$ cat config.mk
export PLATFORM = sky130hd
export DESIGN_NAME = axil_apb_bridge_mslv_flat
export DESIGN_NICKNAME = d
export VERILOG_FILES = /design/src/rtl/axil_apb_bridge_mslv_if.sv /design/src/rtl/axil_apb_bridge_mslv.sv /design/src/flat_wrapper.sv
export SDC_FILE = /design/constraint.sdc
export NUM_CORES = 1
export LEC_CHECK = 0
export ABC_AREA = 1
export CORE_AREA = 2 2 144 146
export DETAILED_ROUTE_END_ITERATION = 10
export DIE_AREA = 0 0 146 148
export MAX_ROUTING_LAYER = met4
export PLACE_DENSITY = 0.71
export SLEW_MARGIN = 20
export SYNTH_ARGS = -nofsm -noshare
export SYNTH_HDL_FRONTEND = slang
export SYNTH_SLANG_ARGS = --single-unit
$ cat constraint.sdc
create_clock -name s_axi_clk -period 4.5 [get_ports s_axi_clk]
set_input_delay 0.9 -clock s_axi_clk [delete_from_list [all_inputs] [get_ports s_axi_clk]]
set_output_delay 0.9 -clock s_axi_clk [all_outputs]
set_load 0.01 [all_outputs]
$ cat src/rtl/axil_apb_bridge_mslv_if.sv
// Bus interfaces for the AXI4-Lite to APB bridge: an AXI4-Lite link and a multi-slave APB segment.
interface axil_if #(
  parameter int ADDR_W = 32,
  parameter int DATA_W = 32
);
  logic [ADDR_W-1:0]   awaddr;
  logic [2:0]          awprot;
  logic                awvalid, awready;
  logic [DATA_W-1:0]   wdata;
  logic [DATA_W/8-1:0] wstrb;
  logic                wvalid, wready;
  logic [1:0]          bresp;
  logic                bvalid, bready;
  logic [ADDR_W-1:0]   araddr;
  logic [2:0]          arprot;
  logic                arvalid, arready;
  logic [DATA_W-1:0]   rdata;
  logic [1:0]          rresp;
  logic                rvalid, rready;

  modport master (
    output awaddr, awprot, awvalid, wdata, wstrb, wvalid, bready,
           araddr, arprot, arvalid, rready,
    input  awready, wready, bresp, bvalid, arready, rdata, rresp, rvalid
  );
  modport slave (
    input  awaddr, awprot, awvalid, wdata, wstrb, wvalid, bready,
           araddr, arprot, arvalid, rready,
    output awready, wready, bresp, bvalid, arready, rdata, rresp, rvalid
  );
endinterface

interface apb_if #(
  parameter int ADDR_W     = 32,
  parameter int DATA_W     = 32,
  parameter int NUM_SLAVES = 4
);
  logic [ADDR_W-1:0]            paddr;
  logic [NUM_SLAVES-1:0]        psel;
  logic                         penable, pwrite;
  logic [DATA_W-1:0]            pwdata;
  logic [DATA_W/8-1:0]          pstrb;
  logic [2:0]                   pprot;
  logic [NUM_SLAVES-1:0]        pready;
  logic [NUM_SLAVES*DATA_W-1:0] prdata;
  logic [NUM_SLAVES-1:0]        pslverr;

  modport master (
    output paddr, psel, penable, pwrite, pwdata, pstrb, pprot,
    input  pready, prdata, pslverr
  );
  modport slave (
    input  paddr, psel, penable, pwrite, pwdata, pstrb, pprot,
    output pready, prdata, pslverr
  );
endinterface

$ cat src/rtl/axil_apb_bridge_mslv.sv
// AXI4-Lite slave to APB4 master bridge: one transaction at a time, read/write round-robin,
// fixed address windows per APB slave, decode error for unmapped windows, PREADY timeout.
module axil_apb_bridge_mslv #(
  parameter int ADDR_W        = 32,
  parameter int DATA_W        = 32,
  parameter int NUM_SLAVES    = 4,
  parameter int SLV_ADDR_BITS = 12,
  parameter int TIMEOUT       = 16
) (
  input logic    s_axi_clk,
  input logic    s_axi_areset,
  axil_if.slave  s_axi,
  apb_if.master  m_apb
);
  localparam int STRB_W = DATA_W / 8;
  localparam int CNT_W  = $clog2(TIMEOUT + 2);
  localparam logic [CNT_W-1:0] TO_LAST = (TIMEOUT == 0) ? '0 : CNT_W'(TIMEOUT - 1);
  localparam logic [1:0] OKAY = 2'b00, SLVERR = 2'b10, DECERR = 2'b11;

  typedef enum logic [1:0] {IDLE, SETUP, ACCESS, RESP} state_t;
  state_t state, state_nx;

  logic [ADDR_W-1:0]     addr_q;
  logic [2:0]            prot_q;
  logic [DATA_W-1:0]     wdata_q, rdata_q;
  logic [STRB_W-1:0]     strb_q;
  logic                  wr_q, last_wr_q;
  logic [NUM_SLAVES-1:0] sel_q;
  logic [1:0]            resp_q;
  logic [CNT_W-1:0]      cnt_q;

  logic                  wr_req, rd_req, grant_wr, grant_rd, grant;
  logic [ADDR_W-1:0]     g_addr;
  logic [3:0]            g_idx;
  logic                  g_dec_err;
  logic [NUM_SLAVES-1:0] g_sel;
  logic                  sel_ready, sel_err, timeout_hit, resp_done;
  logic [DATA_W-1:0]     sel_rdata;
  logic                  aw_rdy, ar_rdy;

  // Request decode and arbitration; a write needs address and data in the same cycle.
  always_comb begin
    wr_req    = s_axi.awvalid && s_axi.wvalid;
    rd_req    = s_axi.arvalid;
    grant_wr  = wr_req && !(rd_req && last_wr_q);
    grant_rd  = rd_req && !grant_wr;
    grant     = grant_wr || grant_rd;
    g_addr    = grant_wr ? s_axi.awaddr : s_axi.araddr;
    g_idx     = g_addr[SLV_ADDR_BITS +: 4];
    g_dec_err = ({1'b0, g_idx} >= 5'(NUM_SLAVES));
    g_sel     = '0;
    for (int i = 0; i < NUM_SLAVES; i++) g_sel[i] = (g_idx == 4'(i));
    // Only the selected slave's response lines are observed.
    sel_ready = |(m_apb.pready & sel_q);
    sel_err   = |(m_apb.pslverr & sel_q);
    sel_rdata = '0;
    for (int i = 0; i < NUM_SLAVES; i++)
      if (sel_q[i]) sel_rdata = sel_rdata | m_apb.prdata[i*DATA_W +: DATA_W];
    timeout_hit = (TIMEOUT != 0) && (cnt_q == TO_LAST);
    resp_done   = wr_q ? s_axi.bready : s_axi.rready;
  end

  always_comb begin
    state_nx = state;
    aw_rdy   = 1'b0;
    ar_rdy   = 1'b0;
    case (state)
      IDLE: if (grant) begin
        aw_rdy   = grant_wr;
        ar_rdy   = grant_rd;
        state_nx = g_dec_err ? RESP : SETUP;
      end
      SETUP:  state_nx = ACCESS;
      ACCESS: if (sel_ready || timeout_hit) state_nx = RESP;
      RESP:   if (resp_done) state_nx = IDLE;
      default: state_nx = IDLE;
    endcase
  end

  always_ff @(posedge s_axi_clk or posedge s_axi_areset) begin
    if (s_axi_areset) begin
      state     <= IDLE;
      addr_q    <= '0;
      prot_q    <= '0;
      wdata_q   <= '0;
      rdata_q   <= '0;
      strb_q    <= '0;
      wr_q      <= 1'b0;
      last_wr_q <= 1'b1;  // makes the first contended grant go to the read side
      sel_q     <= '0;
      resp_q    <= OKAY;
      cnt_q     <= '0;
    end else begin
      state <= state_nx;
      case (state)
        IDLE: if (grant) begin
          wr_q      <= grant_wr;
          last_wr_q <= grant_wr;
          addr_q    <= g_addr;
          prot_q    <= grant_wr ? s_axi.awprot : s_axi.arprot;
          wdata_q   <= grant_wr ? s_axi.wdata : '0;
          strb_q    <= grant_wr ? s_axi.wstrb : '0;
          sel_q     <= g_dec_err ? '0 : g_sel;
          resp_q    <= g_dec_err ? DECERR : OKAY;
          rdata_q   <= '0;
        end
        SETUP: cnt_q <= '0;
        ACCESS: begin
          cnt_q <= cnt_q + 1'b1;
          if (sel_ready) begin
            rdata_q <= sel_rdata;
            resp_q  <= sel_err ? SLVERR : OKAY;
          end else if (timeout_hit) begin
            rdata_q <= '0;
            resp_q  <= SLVERR;
          end
        end
        default: ;
      endcase
    end
  end

  assign s_axi.awready = aw_rdy;
  assign s_axi.wready  = aw_rdy;
  assign s_axi.arready = ar_rdy;
  assign s_axi.bvalid  = (state == RESP) && wr_q;
  assign s_axi.rvalid  = (state == RESP) && !wr_q;
  assign s_axi.bresp   = resp_q;
  assign s_axi.rresp   = resp_q;
  assign s_axi.rdata   = rdata_q;

  // psel/penable come straight from state so an async reset drops them at once.
  assign m_apb.psel    = (state == SETUP || state == ACCESS) ? sel_q : '0;
  assign m_apb.penable = (state == ACCESS);
  assign m_apb.paddr   = addr_q;
  assign m_apb.pwrite  = wr_q;
  assign m_apb.pwdata  = wdata_q;
  assign m_apb.pstrb   = strb_q;
  assign m_apb.pprot   = prot_q;
endmodule
$ cat src/flat_wrapper.sv
// flat-port wrapper written by rule: the top's interface ports become plain ports
module axil_apb_bridge_mslv_flat 
#(
  parameter int ADDR_W        = 32,
  parameter int DATA_W        = 32,
  parameter int NUM_SLAVES    = 4,
  parameter int SLV_ADDR_BITS = 12,
  parameter int TIMEOUT       = 16
)
  (s_axi_clk, s_axi_areset, s_axi_awaddr, s_axi_awprot, s_axi_awvalid, s_axi_wdata, s_axi_wstrb, s_axi_wvalid, s_axi_bready, s_axi_araddr, s_axi_arprot, s_axi_arvalid, s_axi_rready, s_axi_awready, s_axi_wready, s_axi_bresp, s_axi_bvalid, s_axi_arready, s_axi_rdata, s_axi_rresp, s_axi_rvalid, m_apb_paddr, m_apb_psel, m_apb_penable, m_apb_pwrite, m_apb_pwdata, m_apb_pstrb, m_apb_pprot, m_apb_pready, m_apb_prdata, m_apb_pslverr);
  axil_if #(.ADDR_W(ADDR_W), .DATA_W(DATA_W)) s_axi_i ();
  apb_if #(.ADDR_W(ADDR_W), .DATA_W(DATA_W), .NUM_SLAVES(NUM_SLAVES)) m_apb_i ();
  input logic s_axi_clk;
  input logic s_axi_areset;
  input wire logic [$bits(s_axi_i.awaddr)-1:0] s_axi_awaddr;
  input wire logic [$bits(s_axi_i.awprot)-1:0] s_axi_awprot;
  input wire logic [$bits(s_axi_i.awvalid)-1:0] s_axi_awvalid;
  input wire logic [$bits(s_axi_i.wdata)-1:0] s_axi_wdata;
  input wire logic [$bits(s_axi_i.wstrb)-1:0] s_axi_wstrb;
  input wire logic [$bits(s_axi_i.wvalid)-1:0] s_axi_wvalid;
  input wire logic [$bits(s_axi_i.bready)-1:0] s_axi_bready;
  input wire logic [$bits(s_axi_i.araddr)-1:0] s_axi_araddr;
  input wire logic [$bits(s_axi_i.arprot)-1:0] s_axi_arprot;
  input wire logic [$bits(s_axi_i.arvalid)-1:0] s_axi_arvalid;
  input wire logic [$bits(s_axi_i.rready)-1:0] s_axi_rready;
  output wire logic [$bits(s_axi_i.awready)-1:0] s_axi_awready;
  output wire logic [$bits(s_axi_i.wready)-1:0] s_axi_wready;
  output wire logic [$bits(s_axi_i.bresp)-1:0] s_axi_bresp;
  output wire logic [$bits(s_axi_i.bvalid)-1:0] s_axi_bvalid;
  output wire logic [$bits(s_axi_i.arready)-1:0] s_axi_arready;
  output wire logic [$bits(s_axi_i.rdata)-1:0] s_axi_rdata;
  output wire logic [$bits(s_axi_i.rresp)-1:0] s_axi_rresp;
  output wire logic [$bits(s_axi_i.rvalid)-1:0] s_axi_rvalid;
  output wire logic [$bits(m_apb_i.paddr)-1:0] m_apb_paddr;
  output wire logic [$bits(m_apb_i.psel)-1:0] m_apb_psel;
  output wire logic [$bits(m_apb_i.penable)-1:0] m_apb_penable;
  output wire logic [$bits(m_apb_i.pwrite)-1:0] m_apb_pwrite;
  output wire logic [$bits(m_apb_i.pwdata)-1:0] m_apb_pwdata;
  output wire logic [$bits(m_apb_i.pstrb)-1:0] m_apb_pstrb;
  output wire logic [$bits(m_apb_i.pprot)-1:0] m_apb_pprot;
  input wire logic [$bits(m_apb_i.pready)-1:0] m_apb_pready;
  input wire logic [$bits(m_apb_i.prdata)-1:0] m_apb_prdata;
  input wire logic [$bits(m_apb_i.pslverr)-1:0] m_apb_pslverr;
  assign s_axi_i.awaddr = s_axi_awaddr;
  assign s_axi_i.awprot = s_axi_awprot;
  assign s_axi_i.awvalid = s_axi_awvalid;
  assign s_axi_i.wdata = s_axi_wdata;
  assign s_axi_i.wstrb = s_axi_wstrb;
  assign s_axi_i.wvalid = s_axi_wvalid;
  assign s_axi_i.bready = s_axi_bready;
  assign s_axi_i.araddr = s_axi_araddr;
  assign s_axi_i.arprot = s_axi_arprot;
  assign s_axi_i.arvalid = s_axi_arvalid;
  assign s_axi_i.rready = s_axi_rready;
  assign s_axi_awready = s_axi_i.awready;
  assign s_axi_wready = s_axi_i.wready;
  assign s_axi_bresp = s_axi_i.bresp;
  assign s_axi_bvalid = s_axi_i.bvalid;
  assign s_axi_arready = s_axi_i.arready;
  assign s_axi_rdata = s_axi_i.rdata;
  assign s_axi_rresp = s_axi_i.rresp;
  assign s_axi_rvalid = s_axi_i.rvalid;
  assign m_apb_paddr = m_apb_i.paddr;
  assign m_apb_psel = m_apb_i.psel;
  assign m_apb_penable = m_apb_i.penable;
  assign m_apb_pwrite = m_apb_i.pwrite;
  assign m_apb_pwdata = m_apb_i.pwdata;
  assign m_apb_pstrb = m_apb_i.pstrb;
  assign m_apb_pprot = m_apb_i.pprot;
  assign m_apb_i.pready = m_apb_pready;
  assign m_apb_i.prdata = m_apb_prdata;
  assign m_apb_i.pslverr = m_apb_pslverr;
  axil_apb_bridge_mslv #(.ADDR_W(ADDR_W), .DATA_W(DATA_W), .NUM_SLAVES(NUM_SLAVES), .SLV_ADDR_BITS(SLV_ADDR_BITS), .TIMEOUT(TIMEOUT)) u_core (.s_axi_clk(s_axi_clk), .s_axi_areset(s_axi_areset), .s_axi(s_axi_i), .m_apb(m_apb_i));
endmodule
==> metrics.yaml <==
grt_pass1_wl_mm: 34.8
crit_top_cell: "clkdlybuf4s50_1"
hold_class: "reg -> reg"
ir_drop_mv: 0.314
synth_fp_nets: 979
hpwl_mm: 16.6
max_clock_freq_ghz: 0.283
cp_data_required_time_ps: 3600
p_per_area_nw_per_um2: 532
wl_per_cell_um: 16.3
ios: 367
globalplace.congestion: 0.807
grt_overflow_total: 0
cpPeakStageDelay_ps: 570
status: "completed"
placed_area_um2: 9730
yosysSeqAreaShare_pct: 49.8
critical_path_class: "in -> out"
cts_tree: "built"
setup_tns_ps: 0
async_flop_share_pct: 100
post_cts_buffers: 0
grt_max_degree: 68
vias: 6259
crit_path_start_kind: "input port"
yosysWarnings: 0
cts_buffers: 17
htree_num_levels: 4
synth.distinct_cells: 31
wirelength_mm: 22.1
syn_area_per_cell_um2: 8.18
drv_cap: 0
relSlewSlack_pct: 42.2
die_width_um: 146
rsz0062_at_grt: "no"
grt_pass1_vias: 6372
synthCells: 725
crit_chain: "clkdlybuf4s50_1 -> nand2_2 -> inv_1 -> nand2_4 -> inv_2 -> buf_4 -> nor3_1 -> clkdlybuf4s50_1"
initial_core_util_pct: 29.6
core_um2: 20000
die_y_um: 148
cp-end-kind: "primary output"
syn_to_final_growth_pct: 73.5
skew_ps: 9.60
synth_ff_type: "dfrtp_1"
power_w: 0.00548
clkSinkCount: 118
syn_area_um2: 5930
cts_resized: 0
layout_min_cycle_time_ps: 3530
die_area_um2: 21600
clock_path_buffers: 2
ant_nets: 0
port_buffers: 366
synth-edff-count: 0
worst_pin_slew_ps: 865
vias_per_cell: 4.63
antenna_found_initial: 0
post-route-drc-count: 0
antenna_cells: 0
ys_seq_elements: 118
crit_fanout: 33
finalSetupViolCount: 0
cts.clk_slew.worst_paths_ps: 50
drt_iter0_drc: 202
post-route-util_pct: 51.4
slowest_stage: "clkdlybuf4s50_1"
nNetsFinal: 1325
drv_slew: 0
hold_buffers: 0
clk-insertion-delay-late_ps: 400
post-place-ws_ps: 972
arrival_ps: 2630
p_leak_nw: 4.39
placementRows: 52
clock-root-buffer: "clkbuf_16"
first_pass_iters: 4
report.final.hold_viol_count: 0
track_usage_pct: 21.2
layout_setup_ws_ps: 966
period_share_pct: 78.5
drive_gt1_share_pct: 6.28
fin_area_um2: 10300
[layer usage]
metal / up-vias / GRT usage (%) / routed length [um]
li1: 3073 / - / -
met1: 2913 / 24.7 / 9230
met4: 0 / 4.66 / 184
met2: 260 / 35.7 / 10800
met3: 13 / 7.13 / 1830
met5: - / - / 0
[path summary, 6_finish.rpt]
path,from,endpoint,slack [ps],cells after the start
hold reg to reg,u_core.s_axi.rdata[3],u_core.s_axi.rdata[3],480,2
setup reg to reg,u_core.sel_q[1],u_core.s_axi.rdata[0],2120,7
max in group asynchronous,s_axi_areset,u_core.m_apb.pwdata[17],2730,3
setup / recovery,s_axi_wvalid,s_axi_arready,970,8
min in group asynchronous,s_axi_areset,u_core.s_axi.rdata[11],960,2
hold / removal,u_core.s_axi.rdata[3],u_core.s_axi.rdata[3],480,2
[flip-flops by register name (all words and copies together) (netlist names), 2 cells and up]
signal	count
u_core.m_apb.paddr	32
u_core.sel_q	4
u_core.cnt_q	5
u_core.m_apb.pprot	3
u_core.m_apb.pstrb	4
u_core.state	2
u_core.m_apb.pwdata	32
u_core.s_axi.bresp	2
u_core.s_axi.rdata	32
[cell usage in the layout (no fill, tap or decap), types with 3 or more instances in the layout]
cell,netlist,final
nor3_1,3,3
inv_2,4,4
clkdlybuf4s50_1,0,366
nand3_1,11,11
ha_1,5,5
buf_4,3,10
o21ai_0,53,53
o21ai_1,32,32
nand2_2,4,4
nand2_1,282,282
dfrtp_1,117,117
inv_1,24,23
a21oi_1,4,4
nand4_1,33,33
clkbuf_1,26,3
a22o_1,36,36
clkinvlp_4,0,3
clkbuf_16,0,17
o21ai_2,15,15
nor2_1,43,43
[synth_stat cells, types with 3 or more instances]
cell	count	area share, %
nand2_1	282	18
dfrtp_1	117	49
o21ai_0	53	4.5
nor2_1	43	2.7
a22o_1	36	5.3
nand4_1	33	3.5
o21ai_1	32	2.7
clkbuf_1	26	1.6
inv_1	24	1.5
o21ai_2	15	2.2
nand3_1	11	0.93
buf_6	10	1.9
buf_2	7	0.59
ha_1	5	1.1
a21oi_1	4	0.34
inv_2	4	0.25
nand2_2	4	0.42
buf_4	3	0.38
nor3_1	3	0.25
[per-stage QoR]
stage / cells / hold slack (ps)
CTS: 1352 / 485
detailed placement: 1322 / 471
global placement: 1322 / 460
floorplan: 725 / 444
global route: 1352 / 504
finish: 1352 / 481
[kinds of logic (layout without fill, tap and decap cells)]
logic type      count (synthesis)  after routing  synth area share (%)
fa+ha+maj                       5              5                  1.05
flops                         118            118                  49.8
xor+xnor                        1              1                 0.148
compound gates                142            142                  15.4
simple gates                  381            381                  26.7
buf+inv                        78            435                  6.90
[power by group]
group	internal (W)	total [W]	switching (W)
Sequential	0.00144	0.00168	0.000236
Combinational	0.00122	0.00249	0.00127
Clock	0.000837	0.00131	0.000471
Total	0.00350	0.00548	0.00198
[area by class of cell]
cell class	count	area [um2]
clock buffer	22	464
clock inverter	8	101
fill	1954	9750
inverter	28	108
multi-input combinational	529	2570
sequential	118	2950
tap	270	338
timing repair buffer	377	3760
[critical path, delay by kind of cell]
family / cells / cell delay [ps]
and+or+nand+nor: 3 / 370
buffers and inverters: 5 / 1350
Power figures use the tool's default switching activity.
